File: src/rtl/counter_seq_pkg.sv
// Shared types and constants for the counter sequencer: FSM states, command
// opcodes and the configuration reset value.
package counter_seq_pkg;

  typedef enum logic [2:0] {
    ST_IDLE,
    ST_ARM,
    ST_RUN,
    ST_PAUSE,
    ST_FLUSH
  } state_t;

  localparam logic [1:0] OP_LOAD  = 2'd0;
  localparam logic [1:0] OP_START = 2'd1;
  localparam logic [1:0] OP_STOP  = 2'd2;
  localparam logic [1:0] OP_CLEAR = 2'd3;

  // Replicated to the counter width, so the reset limit is all ones.
  localparam logic LIMIT_RST_BIT = 1'b1;

endpackage

File: src/rtl/tick_prescaler.sv
// Prescale counter: issues a tick every pre+1 running cycles, holds its count
// while paused and restarts from zero otherwise.
module tick_prescaler #(
  parameter int PRE_W = 4
) (
  input  logic             clk,
  input  logic             rst,
  input  logic             run,
  input  logic             hold,
  input  logic             zero,
  input  logic [PRE_W-1:0] pre,
  output logic             tick
);

  logic [PRE_W-1:0] r_pc;

  assign tick = run && (r_pc == pre);

  // NOTE: state updates use non-blocking assignments so every register samples
  // pre-edge values, independent of block ordering.
  always_ff @(posedge clk or posedge rst) begin
    if (rst) begin
      r_pc <= '0;
    end else if (zero) begin
      r_pc <= '0;
    end else if (run) begin
      r_pc <= tick ? '0 : r_pc + 1'b1;
    end else if (!hold) begin
      r_pc <= '0;
    end
  end

endmodule

File: src/rtl/counter_seq.sv
// Command-driven sequencer turning an external free-running counter into a
// one-shot or periodic timer via its increment and clear strobes.
module counter_seq
  import counter_seq_pkg::*;
#(
  parameter int WIDTH = 8,
  parameter int PRE_W = 4
) (
  input  logic             clk,
  input  logic             rst,
  input  logic             cmd_valid,
  output logic             cmd_ready,
  input  logic [1:0]       cmd_op,
  input  logic [WIDTH-1:0] cmd_limit,
  input  logic [PRE_W-1:0] cmd_pre,
  input  logic             cmd_periodic,
  input  logic [WIDTH-1:0] cnt_val,
  output logic             cnt_en,
  output logic             cnt_clr,
  output logic             done,
  output logic             busy,
  output logic             err
);

  state_t           r_state;
  state_t           w_next;
  logic [WIDTH-1:0] r_limit;
  logic [PRE_W-1:0] r_pre;
  logic             r_periodic;
  logic             r_err;

  logic w_accept;
  logic w_run;
  logic w_hold;
  logic w_zero;
  logic w_tick;
  logic w_terminal;
  logic w_load_ok;
  logic w_load_bad;

  assign w_run  = (r_state == ST_RUN);
  assign w_hold = (r_state == ST_PAUSE);
  assign w_zero = (r_state == ST_IDLE) || (r_state == ST_ARM) || (r_state == ST_FLUSH);

  assign cmd_ready  = (r_state != ST_ARM) && (r_state != ST_FLUSH);
  assign w_accept   = cmd_valid && cmd_ready;
  assign w_load_ok  = w_accept && (cmd_op == OP_LOAD) && (r_state == ST_IDLE);
  assign w_load_bad = w_accept && (cmd_op == OP_LOAD) && (w_run || w_hold);

  tick_prescaler #(
    .PRE_W(PRE_W)
  ) u_prescaler (
    .clk  (clk),
    .rst  (rst),
    .run  (w_run),
    .hold (w_hold),
    .zero (w_zero),
    .pre  (r_pre),
    .tick (w_tick)
  );

  // Strobes depend only on registered state and the counter, never on cmd_*.
  assign w_terminal = w_tick && (cnt_val == r_limit);
  assign cnt_en     = w_tick && !w_terminal;
  assign done       = w_terminal;
  assign cnt_clr    = w_terminal || (r_state == ST_ARM) || (r_state == ST_FLUSH);
  assign busy       = (r_state == ST_ARM) || w_run || w_hold;
  assign err        = r_err;

  always_ff @(posedge clk or posedge rst) begin
    if (rst) begin
      r_state    <= ST_IDLE;
      r_limit    <= {WIDTH{LIMIT_RST_BIT}};
      r_pre      <= '0;
      r_periodic <= 1'b0;
      r_err      <= 1'b0;
    end else begin
      r_state <= w_next;
      r_err   <= w_load_bad;
      if (w_load_ok) begin
        r_limit    <= cmd_limit;
        r_pre      <= cmd_pre;
        r_periodic <= cmd_periodic;
      end
    end
  end

  // NOTE: w_next takes its default before the case so no path leaves it
  // unassigned, which would otherwise infer a latch.
  always_comb begin
    w_next = r_state;
    case (r_state)
      ST_IDLE: begin
        if (w_accept && (cmd_op == OP_START)) w_next = ST_ARM;
        else if (w_accept && (cmd_op == OP_CLEAR)) w_next = ST_FLUSH;
      end
      ST_ARM:   w_next = ST_RUN;
      ST_RUN: begin
        // CLEAR beats a one-shot terminal count, which beats STOP.
        if (w_accept && (cmd_op == OP_CLEAR)) w_next = ST_FLUSH;
        else if (w_terminal && !r_periodic) w_next = ST_IDLE;
        else if (w_accept && (cmd_op == OP_STOP)) w_next = ST_PAUSE;
      end
      ST_PAUSE: begin
        if (w_accept && (cmd_op == OP_CLEAR)) w_next = ST_FLUSH;
        else if (w_accept && (cmd_op == OP_START)) w_next = ST_RUN;
      end
      ST_FLUSH: w_next = ST_IDLE;
      default:  w_next = ST_IDLE;
    endcase
  end

endmodule

File: config.mk
export PLATFORM = sky130hd
export DESIGN_NAME = counter_seq
export DESIGN_NICKNAME = d
export VERILOG_FILES = /design/src/rtl/counter_seq_pkg.sv /design/src/rtl/tick_prescaler.sv /design/src/rtl/counter_seq.sv
export SDC_FILE = /design/constraint.sdc
export NUM_CORES = 1
export LEC_CHECK = 0
export CAP_MARGIN = 20
export CELL_PAD_IN_SITES_DETAIL_PLACEMENT = 1
export CELL_PAD_IN_SITES_GLOBAL_PLACEMENT = 2
export CORE_MARGIN = 1.5
export CORE_UTILIZATION = 29
export DETAILED_ROUTE_END_ITERATION = 10
export GPL_TIMING_DRIVEN = 0
export PLACE_DENSITY = 0.9
export SYNTH_ARGS = -nofsm -noshare
export SYNTH_HDL_FRONTEND = slang
export SYNTH_SLANG_ARGS = --single-unit
File: constraint.sdc
create_clock -name clk -period 1.95 [get_ports clk]
set_input_delay 0.585 -clock clk [delete_from_list [all_inputs] [get_ports clk]]
set_output_delay 0.585 -clock clk [all_outputs]
set_load 0.1 [all_outputs]
# After elaboration in Yosys (flattened, before gate mapping)
# Index checks and enable logic that the tools add are counted.
[op_classes] n_addsub=1 eq_ne=15 muxes=12 n_reduce_logical=24
[op_table] cell="3-bit two-way mux" count=7
[op_table] cell="4-bit two-way mux" count=4
[op_table] cell="1-bit logical AND" count=12
[op_table] cell="3-bit one-hot mux with 4 select lines" count=1
[op_table] cell="8-bit equality test" count=1
[op_table] cell="1-bit logical OR" count=7
[op_table] cell="3-bit by 2-bit equality test with 1-bit output (second input constant)" count=2
[op_table] cell="3-bit by 1-bit inequality test with 1-bit output (second input constant)" count=2
[op_table] cell="3-bit inequality test (second input constant)" count=2
[op_table] cell="4-bit by 1-bit adder with 4-bit output (second input constant)" count=1
[op_table] cell="2-bit equality test (second input constant)" count=2
[op_table] cell="4-bit equality test" count=1
[op_table] cell="4-bit inequality test (second input constant)" count=1
[op_table] cell="3-bit by 1-bit equality test with 1-bit output (second input constant)" count=1
[op_table] cell="3-bit equality test (second input constant)" count=1
[op_table] cell="3-bit zero test" count=1
[op_table] cell="3-bit by 2-bit inequality test with 1-bit output (second input constant)" count=1
[op_table] cell="3-bit AND reduction" count=1
[op_table] cell="2-bit by 1-bit equality test with 1-bit output (second input constant)" count=1
[op_table] cell="1-bit zero test" count=2
[op_table] cell="2-bit zero test" count=1
[totals] reg_bits=21 inputBits=26 output_inout_bits=6 wordCells=58

# Depth between registers and ports, before layout
# Gate-level depths: netlist (run 1).
[logic_depth] ltp_word=8 depth_mapped=5 ltp_nobuf=4

# Cells and area by module
# A second synthesis (run 1) with hierarchy kept.
[hier_totals] cells_unflattened=104 hier_area_um2=1188.6
[by_module_without_submodules] mod="counter_seq" instances=1 cells_per_inst=76 area_each_um2=923.4 seq_area_each_um2=435.4
[by_module_without_submodules] mod="tick_prescaler" instances=1 cells_per_inst=28 area_each_um2=265.3 seq_area_each_um2=100.1

# Worst setup path before layout (run 1)
# No wires, ideal clock.
[synth_path] kind="input -> output" from="input port cnt_val[6]" to="output port cnt_clr" arrival_ps=3255 required_ps=1365 path_slack_ps=-1890 path_stages=4 n_path_buf=0 path_cell_list="xnor2_1 nand4_1 or2_2 o21ai_0"
[synth_via] elab_chain_cells=4
[synth_lines] item="from (decl)" line_no="counter_seq.sv:17" rtl="input logic [WIDTH-1:0] cnt_val,"
[synth_lines] item="8-bit equality test" line_no="counter_seq.sv:63" rtl="assign w_terminal = w_tick && (cnt_val == r_limit);"
[synth_lines] item="1-bit logical AND" line_no="counter_seq.sv:63"
[synth_lines] item="1-bit logical OR (2 in a row)" line_no="counter_seq.sv:66" rtl="assign cnt_clr = w_terminal || (r_state == ST_ARM) || (r_state == ST_FLUSH);"
[synth_lines] item="to (decl)" line_no="counter_seq.sv:19" rtl="output logic cnt_clr,"
# No other way between the ends.

# Worst setup path after layout (run 1)
[layout_path] from="input port cnt_val[2]" to="output port cnt_clr"
# Same word-level chain as after synthesis.

==> results.ini, run 1 <==
[outcome]
status = finished, violations left
violations = setup timing

[floorplan]
num_io_pins = 32
dieArea_um2 = 4160
die_width_um = 64.5
core_area_um2 = 3630
core.rowCount = 22
initial_utilization_pct = 30.2
fp.dieH_um = 64.5

[cells_and_area]
area_growth_pct = 56.8
layout-drive-gt1-share_pct = 45.3
layout.nets = 165
diodes = 0
final_common_cell = clkdlybuf4s50_1
n_fill_cell = 416
final_area_um2 = 1720
final_cell_mix = clkdlybuf4s50_1 (17), mux2_2 (13), dfrtp_1 (13), dfstp_2 (8)

[grt]
track_usage_pct = 14.2
grt_pass1_wl_um = 4560
grt_pass1_vias = 973
grt-ovfl-total = 0
grt_max_degree = 22
antenna_found_initial = 0

[critical_path]
regToRegSetupSlack_ns = 0.08
r2r-start = r_limit[3]
startpoint_type = primary input
critPathArrivalTime_ns = 1.75
worstPathMaxFanout = 3
timing.rr.end = r_state[0]
cp-end-kind = output port
reg2reg_depth = 9
critPathRequiredTime_ns = 1.36
critPathKind = in2out

[synth]
synth-edff-count = 0
syn_inst = 95
ys_top_cells_by_area = dfrtp_1 (30%), dfstp_2 (19%), mux2_2 (13%)
seq_area_frac_synth_pct = 48.9
syn_avg_cell_area_um2 = 11.5
synth_nets = 122
yosys.area.top_type = dfrtp_1
yosysUniqueCellTypes = 32
synthArstFlopShare_pct = 100
ys_ff_latch = 21
netlist_area_um2 = 1100
yosysTopAreaCellShare_pct = 29.7
synth_flop_cell = dfrtp_1
yosysWarnings = 0

[pwr]
p_per_area_nw_per_um2 = 1280
p_total_mw = 2.20
peakVddDrop_uv = 511
leakage_nw = 0.736

[routing]
via_per_inst = 4.70
wl_per_cell_um = 14.0
wirelength_um = 2590
drc = 0
routed-via-count = 870
drtPass1Iterations = 3
ant_nets = 0
initialDrtViolationCount = 27

[clock_tree]
insertion_delay_ns = 0.26
h-tree-depth = 1
cts_buffers = 3
max-clock-path-buffers = 2
root_buffer = clkbuf_8
cts_tree = yes
path_clk_slew_ns = 0.08
cts_sinks = 21

[worst_hold_path]
worstHoldEndpoint = r_pre[1]
whs_path_depth = 1
min_from = r_pre[1]
holdCritPathClass = reg2reg

[timing]
drv_slew = 0
setup_tns_ns = -1.10
worst_pin_slew_ns = 0.802
period_share_pct = 120
rsz0062_at_grt = true
fin_ws_ns = -0.385
setup_viol = 3
fmax_mhz = 428
fin_skew_ns = 0.00806
hold_slack_ns = 0.543
finalHoldViolations = 0
period_needed_ns = 2.34
max_slew_margin_pct = 46.5

[placed_design]
dpl_cell_area_um2 = 1550
io_buffers = 31
hpwl_um = 1940
place.gp.congestion = 0.845

[run]
maxCapViolCount = 0

==> worst max path at each step <==
stage	start	end	slack, ns	cells past startpoint
floorplan	cnt_val[2]	cnt_clr	-0.30	4
global placement	cnt_val[2]	cnt_clr	-1.56	6
detailed placement	cnt_val[2]	cnt_clr	-1.60	6
CTS	r_limit[5]	cnt_clr	-0.37	5
global route	r_limit[3]	cnt_clr	-0.43	5
finish	cnt_val[2]	cnt_clr	-0.39	6
==> report_power, final <==
group          leakage (nW)  internal, mW  switching [mW]
clock                0.0255         0.142           0.144
sequential            0.252         0.666           0.161
combinational         0.459         0.547           0.542
==> layout make-up <==
cell class / count / area (um2) / area share (%)
Clock buffer: 3 / 41.3 / 2.40
Multi-Input combinational cell: 68 / 648 / 37.7
Buffer: 3 / 30.0 / 1.75
Inverter: 3 / 11.3 / 0.655
Tap cell: 48 / 60.1 / 3.49
Timing Repair Buffer: 38 / 388 / 22.6
Sequential cell: 21 / 536 / 31.1
Clock inverter: 1 / 5.00 / 0.291
==> layer usage <==
metal	vias to the layer above	global-route usage (%)	routed length (um)
met5	-	0	0
met4	0	4.79	27
met3	2	1.22	81
met2	20	26.3	1390
li1	421	-	-
met1	427	17.4	1090
==> flip-flops by register name, indices dropped and copies added, names as in the netlist <==
register          cells
err                   1
r_limit               8
r_periodic            1
r_pre                 4
r_state               3
u_prescaler.r_pc      4
==> cell usage after synthesis, types with 2 or more instances <==
| library cell | instances |
|---|---|
| inv_1 | 3 |
| nor3_1 | 2 |
| xor2_1 | 2 |
| and3_1 | 2 |
| nand4_1 | 3 |
| xnor2_1 | 12 |
| o22ai_1 | 2 |
| o21ai_0 | 3 |
| nand2_1 | 4 |
| dfrtp_1 | 13 |
| nand2b_1 | 3 |
| dfstp_2 | 8 |
| nor2_1 | 6 |
| mux2_2 | 13 |
| buf_2 | 2 |
==> cell families after synthesis <==
logic type,count (synthesis),synth area share [%]
AND/OR/NAND/NOR,28,14.5
flip-flops,21,48.9
XOR/XNOR,14,11.2
multiplexers,13,13.4
AO/OA/AOI/OAI,12,7.99
buffers and inverters,6,2.97
adder cells (fa/ha/maj),1,1.14
==> through the flow <==
step | setup WS, ns | utilization, % | instances
floorplan | -0.297 | - | 95
global placement | -1.56 | 42.6 | 174
detailed placement | -1.60 | 42.6 | 174
CTS | -0.368 | 46.2 | 185
global route | -0.427 | 47.3 | 185
finish | -0.385 | 47.3 | 185
==> worst max-delay path, stage by stage <==
cell,delay [ns]
clkdlybuf4s15_1,0.21
xnor2_2,0.16
nand4_1,0.14
or2_4,0.31
o21ai_4,0.15
buf_12,0.19
==> what timing repair did <==
action | in CTS | in global routing
setup buffers | 7 | 1
hold buffers | 0 | 0
gates resized for setup | 63 | 9
pin swaps | 12 | 6
endpoints found under the setup margin | 11 | 12
hold endpoints to repair | 0 | 0
Power figures use the tool's default switching activity.
==> run 2: changes to the inputs <==
- CORE_ASPECT_RATIO: not set -> 1.2
==> results.ini, run 2 (synthesis results as in run 1) <==
[outcome]
status = finished, violations left
violations = setup timing

[timing]
period_needed_ns = 2.38
worst_pin_slew_ns = 0.802
rsz0062_at_grt = true
fin_ws_ns = -0.435
fin_skew_ns = 0.00152
fmax_mhz = 419
setup_viol = 5
drv_slew = 0
period_share_pct = 122
finalHoldViolations = 0
max_slew_margin_pct = 46.5

[pwr]
internal_power_mw = 1.40
p_clk_share_pct = 12.6
switching_power_mw = 0.864
p_per_area_nw_per_um2 = 1310
p_total_mw = 2.26
combinationalPowerShare_pct = 49.9
p_seq_share_pct = 37.5
leakage_nw = 0.739
swShare_pct = 38.2
peakVddDrop_uv = 487

[critical_path]
critPathArrivalTime_ns = 2.51
cp_slowest_stage_delay_ns = 0.56
worstPathMaxFanout = 2
crit_slowest_cell = dfstp_2
regToRegSetupSlack_ns = -0.43
cp_common_cell = buf_4
cp-end-kind = flip-flop
startpoint_type = flip-flop
critPathRequiredTime_ns = 2.08
critPathKind = reg2reg
crit_chain = xnor2_2 -> nand4_1 -> buf_4 -> buf_4 -> buf_4 -> buf_4 -> buf_4 -> buf_4 -> nor4_1 -> o31ai_1

[placed_design]
dp_slack_ns = -1.58
hpwl_um = 2000
io_buffers = 31
place_inst = 178
place.gp.congestion = 0.767
dpl_cell_area_um2 = 1550

[floorplan]
die_width_um = 59.1
dieArea_um2 = 4160
fp.dieH_um = 70.3
core_area_um2 = 3630
core.rowCount = 24
num_io_pins = 32
initial_utilization_pct = 30.2

[cells_and_area]
layout-drive-gt1-share_pct = 51.1
regMostFlops = r_limit
layout.nets = 165
n_fill_cell = 379
diodes = 0
final_common_cell = clkdlybuf4s50_1
final_cell_mix = clkdlybuf4s50_1 (17), mux2_2 (13), xnor2_2 (11), dfrtp_1 (9)
reg_top3 = r_limit: 8 flops, r_pre: 4 flops, u_prescaler.r_pc: 4 flops
area_growth_pct = 57.9
instances_no_fill = 189
final_area_um2 = 1730
largest_reg_flops = 8

[run]
maxCapViolCount = 0

[grt]
grt-ovfl-total = 0
grt_pass1_wl_um = 4590
grt_max_degree = 22
antenna_found_initial = 0
grt_pass1_vias = 980
track_usage_pct = 14.5

[routing]
wirelength_um = 2830
routed-via-count = 873
drtPass1Iterations = 3
initialDrtViolationCount = 31
ant_nets = 0
wl_per_cell_um = 15.0
drc = 0
via_per_inst = 4.62

[clock_tree]
root_buffer = clkbuf_8
cts_tree = yes
cts_hold_buf = 0
h-tree-depth = 1
insertion_delay_ns = 0.26
max-clock-path-buffers = 2
path_clk_slew_ns = 0.07
cts_buffers = 3
cts_sinks = 21

[worst_hold_path]
holdCritPathClass = reg2reg

[run 2: cell types whose count changed in the layout (fill, tap and decap cells not counted), sizes merged]
| cell | before | now |
|---|---|---|
| clkinv | 1 | 0 |
| buf | 15 | 16 |
| clkbuf | 5 | 7 |
| clkdlybuf4s15 | 7 | 5 |
[run 2: what timing repair did]
item | in CTS | in global routing
buffers inserted | 6 | 2
endpoints found under the hold margin | 0 | 0
pin swaps | 10 | 6
resized for setup | 64 | 15
setup endpoints to repair | 11 | 16
[run 2: critical path: cells and delay by family (launching register included)]
kind | cells | cell delay, ns
xor gates and xnor gates | 1 | 0.11
buffers and inverters | 6 | 0.80
and+or+nand+nor | 2 | 0.63
DFF | 1 | 0.56
AOI/OAI and AO/OA | 1 | 0.15
[run 2: metrics by stage]
step           utilization, %  TNS (ns)  hold WS [ns]
2_1_floorplan               -    -0.620         0.480
3_3_place_gp             42.8     -8.27         0.497
3_5_place_dp             42.8     -8.60         0.497
4_1_cts                  46.5     -1.56         0.519
5_1_grt                  47.6     -2.16         0.585
6_report                 47.6     -1.91         0.560
[run 2: final timing paths]
path | start | endpoint | cells past startpoint
setup / recovery | r_limit[2] | r_state[1] | 10
hold reg to reg | r_periodic | r_periodic | 1
hold / removal | r_periodic | r_periodic | 1
setup reg to reg | r_limit[2] | r_state[1] | 10
max in group asynchronous | rst | r_state[2] | 2
min in group asynchronous | rst | err | 2
[run 2: area by class of cell]
| type | instances | area [um2] | share of cell area (%) |
|---|---|---|---|
| sequential | 21 | 541 | 31.2 |
| clock buffer | 4 | 45.0 | 2.60 |
| inverter | 3 | 11.3 | 0.651 |
| timing repair buffer | 39 | 380 | 22.0 |
| multi-input combinational | 68 | 666 | 38.5 |
| buffer | 2 | 22.5 | 1.30 |
| tap | 52 | 65.1 | 3.76 |
[run 2: power groups by stage]
stage | sequential, mW | clock, mW | combinational, mW
floorplan | 0.795 | 0 | 0.750
global placement | 0.808 | 0 | 0.926
detailed placement | 0.822 | 0 | 0.953
CTS | 0.828 | 0.298 | 1.05
global route | 0.880 | 0.311 | 1.20
finish | 0.849 | 0.284 | 1.13
[run 2: routing by layer]
metal,part of all wire [%],global-route usage [%]
met1,40,18.3
met2,56,24.7
met3,2.7,2.22
met4,1.3,4.55
met5,0,0
==> run 3: changes to the inputs <==
- CORE_UTILIZATION: 29 -> 31
- PLACE_DENSITY: 0.9 -> 0.94
- clock period: 1.95 -> 2.97 ns (I/O delays scaled with it)
==> results.ini, run 3 (synthesis results as in run 1) <==
[outcome]
status = finished clean

[cells_and_area]
final_common_cell = clkdlybuf4s50_1
final_cell_mix = clkdlybuf4s50_1 (18), mux2_2 (13), dfrtp_1 (13), xnor2_1 (12), buf_4 (10)
regArea_um2 = 536
largest_reg_flops = 8
final_area_um2 = 1640
n_fill_cell = 348
regMostFlops = r_limit
post-route-util_pct = 48.7
instances_no_fill = 177
layout-drive-gt1-share_pct = 33.6
layout.nets = 168
diodes = 0
area_growth_pct = 49.7
multi_input_area_um2 = 566
reg_top3 = r_limit: 8 flops, r_pre: 4 flops, u_prescaler.r_pc: 4 flops

[critical_path]
r2r-start = r_limit[2]
worstPathMaxFanout = 3
regToRegSetupSlack_ns = 0.49
timing.rr.end = r_state[0]
crit_chain = clkdlybuf4s15_1 -> xnor2_1 -> nand4_1 -> or2_4 -> o21ai_4 -> buf_12
startpoint_type = primary input
cp-end-kind = output port
critPathKind = in2out
critPathRequiredTime_ns = 2.08
crit_slowest_cell = or2_4
critPathArrivalTime_ns = 2.03
reg2reg_depth = 13
cp_slowest_stage_delay_ns = 0.31

[worst_hold_path]
holdCritPathClass = reg2reg
whs_path_depth = 1
min_from = r_pre[3]
worstHoldEndpoint = r_pre[3]

[pwr]
leakage_nw = 0.697
p_per_area_nw_per_um2 = 852
peakVddDrop_uv = 460

[grt]
top_usage_layer = met2
grt_max_degree = 22
track_usage_pct = 16.9
grt_pass1_vias = 1068
antenna_found_initial = 0
grt_pass1_wl_um = 4930
grt-ovfl-total = 0
grt_use_met3_pct = 2.84
grt_use_met2_pct = 34.2
grt.met1_usage_pct = 16.5

[timing]
drv_slew = 0
setup_tns_ns = 0
rsz0062_at_grt = true
max_slew_margin_pct = 35.7
period_needed_ns = 2.92
worst_pin_slew_ns = 0.962
finalHoldViolations = 0
fmax_mhz = 342
fin_skew_ns = 0.00388
setup_viol = 0
hold_slack_ns = 0.537
period_share_pct = 98.4

[floorplan]
die_width_um = 57.3
dieArea_um2 = 3900
initial_utilization_pct = 32.6
fp.dieH_um = 68.1
core_area_um2 = 3370
core.rowCount = 23
num_io_pins = 32

[placed_design]
place_inst = 163
io_buffers = 31
hpwl_um = 2050
place.gp.congestion = 0.805
dpl_cell_area_um2 = 1460

[routing]
drtPass1Iterations = 3
routed-via-count = 916
initialDrtViolationCount = 22
drc = 0
ant_nets = 0
wl_per_cell_um = 17.2
wirelength_um = 3050
via_per_inst = 5.18

[clock_tree]
max-clock-path-buffers = 2
cts_buffers = 3
cts_sinks = 21
root_buffer = clkbuf_8
insertion_delay_ns = 0.27
h-tree-depth = 1
cts_tree = yes
path_clk_slew_ns = 0.08

[run]
maxCapViolCount = 0

run 3: changes by cell type in the layout (fill, tap and decap cells not counted), moves of 2 or more:
cell	previous run	this run
xnor2_2	11	0
dfrtp_1	9	13
dlygate4sd2_1	0	2
buf_4	8	10
xnor2_1	1	12
clkdlybuf4s15_1	4	7
dfrtp_2	4	0
nor2_1	3	5
clkbuf_2	2	0
buf_6	3	1
run 3: final cells by class:
| class | count | area share, % |
|---|---|---|
| multi-input cells | 68 | 34.5 |
| plain buffers | 3 | 1.30 |
| repair buffers | 41 | 25.3 |
| flip-flops and latches | 21 | 32.6 |
| inverters | 3 | 0.687 |
| clock buffers | 4 | 2.75 |
| well taps | 37 | 2.82 |
run 3: per-stage QoR:
step	total power, mW	worst slack [ns]
after global routing	1.47	-0.0264
after global placement	1.08	-1.17
final	1.40	0.0487
after CTS	1.38	0.00131
after floorplan	0.949	-0.216
after detailed placement	1.11	-1.17
run 3: worst max-delay path by stage:
stage                from  depth (start not counted)      end  slack, ns
2_1_floorplan  cnt_val[6]                          4  cnt_clr      -0.22
3_3_place_gp   cnt_val[7]                          6  cnt_clr      -1.17
3_5_place_dp   cnt_val[6]                          6  cnt_clr      -1.17
4_1_cts        cnt_val[5]                          6  cnt_clr      0.001
5_1_grt        cnt_val[5]                          6  cnt_clr      -0.03
6_report       cnt_val[2]                          6  cnt_clr       0.05
run 3: worst max-delay path, delay by kind of cell:
family | cells | cell delay (ns)
compound gates | 1 | 0.16
xor+xnor | 1 | 0.17
buf+inv | 2 | 0.37
simple gates | 2 | 0.44
run 3: per-layer routing:
metal | up-vias | part of all wire [%] | routed length (um)
li1 | 426 | - | -
met1 | 454 | 36 | 1110
met2 | 30 | 58 | 1770
met3 | 6 | 3.4 | 104
met4 | 0 | 2.1 | 64
met5 | - | 0 | 0
run 3: timing repair:
item                                    CTS  global route
hold buffers                              0             0
pin swaps                                11             6
buffers inserted                         10             0
endpoints found under the setup margin    4             6
resized for setup                        42             8
run 3: where the power goes:
part	internal [mW]	leakage, nW	switching (mW)	total, mW
Clock	0.0959	0.0228	0.0997	0.196
Combinational	0.314	0.422	0.353	0.667
Sequential	0.437	0.252	0.0985	0.535
Total	0.846	0.697	0.552	1.40
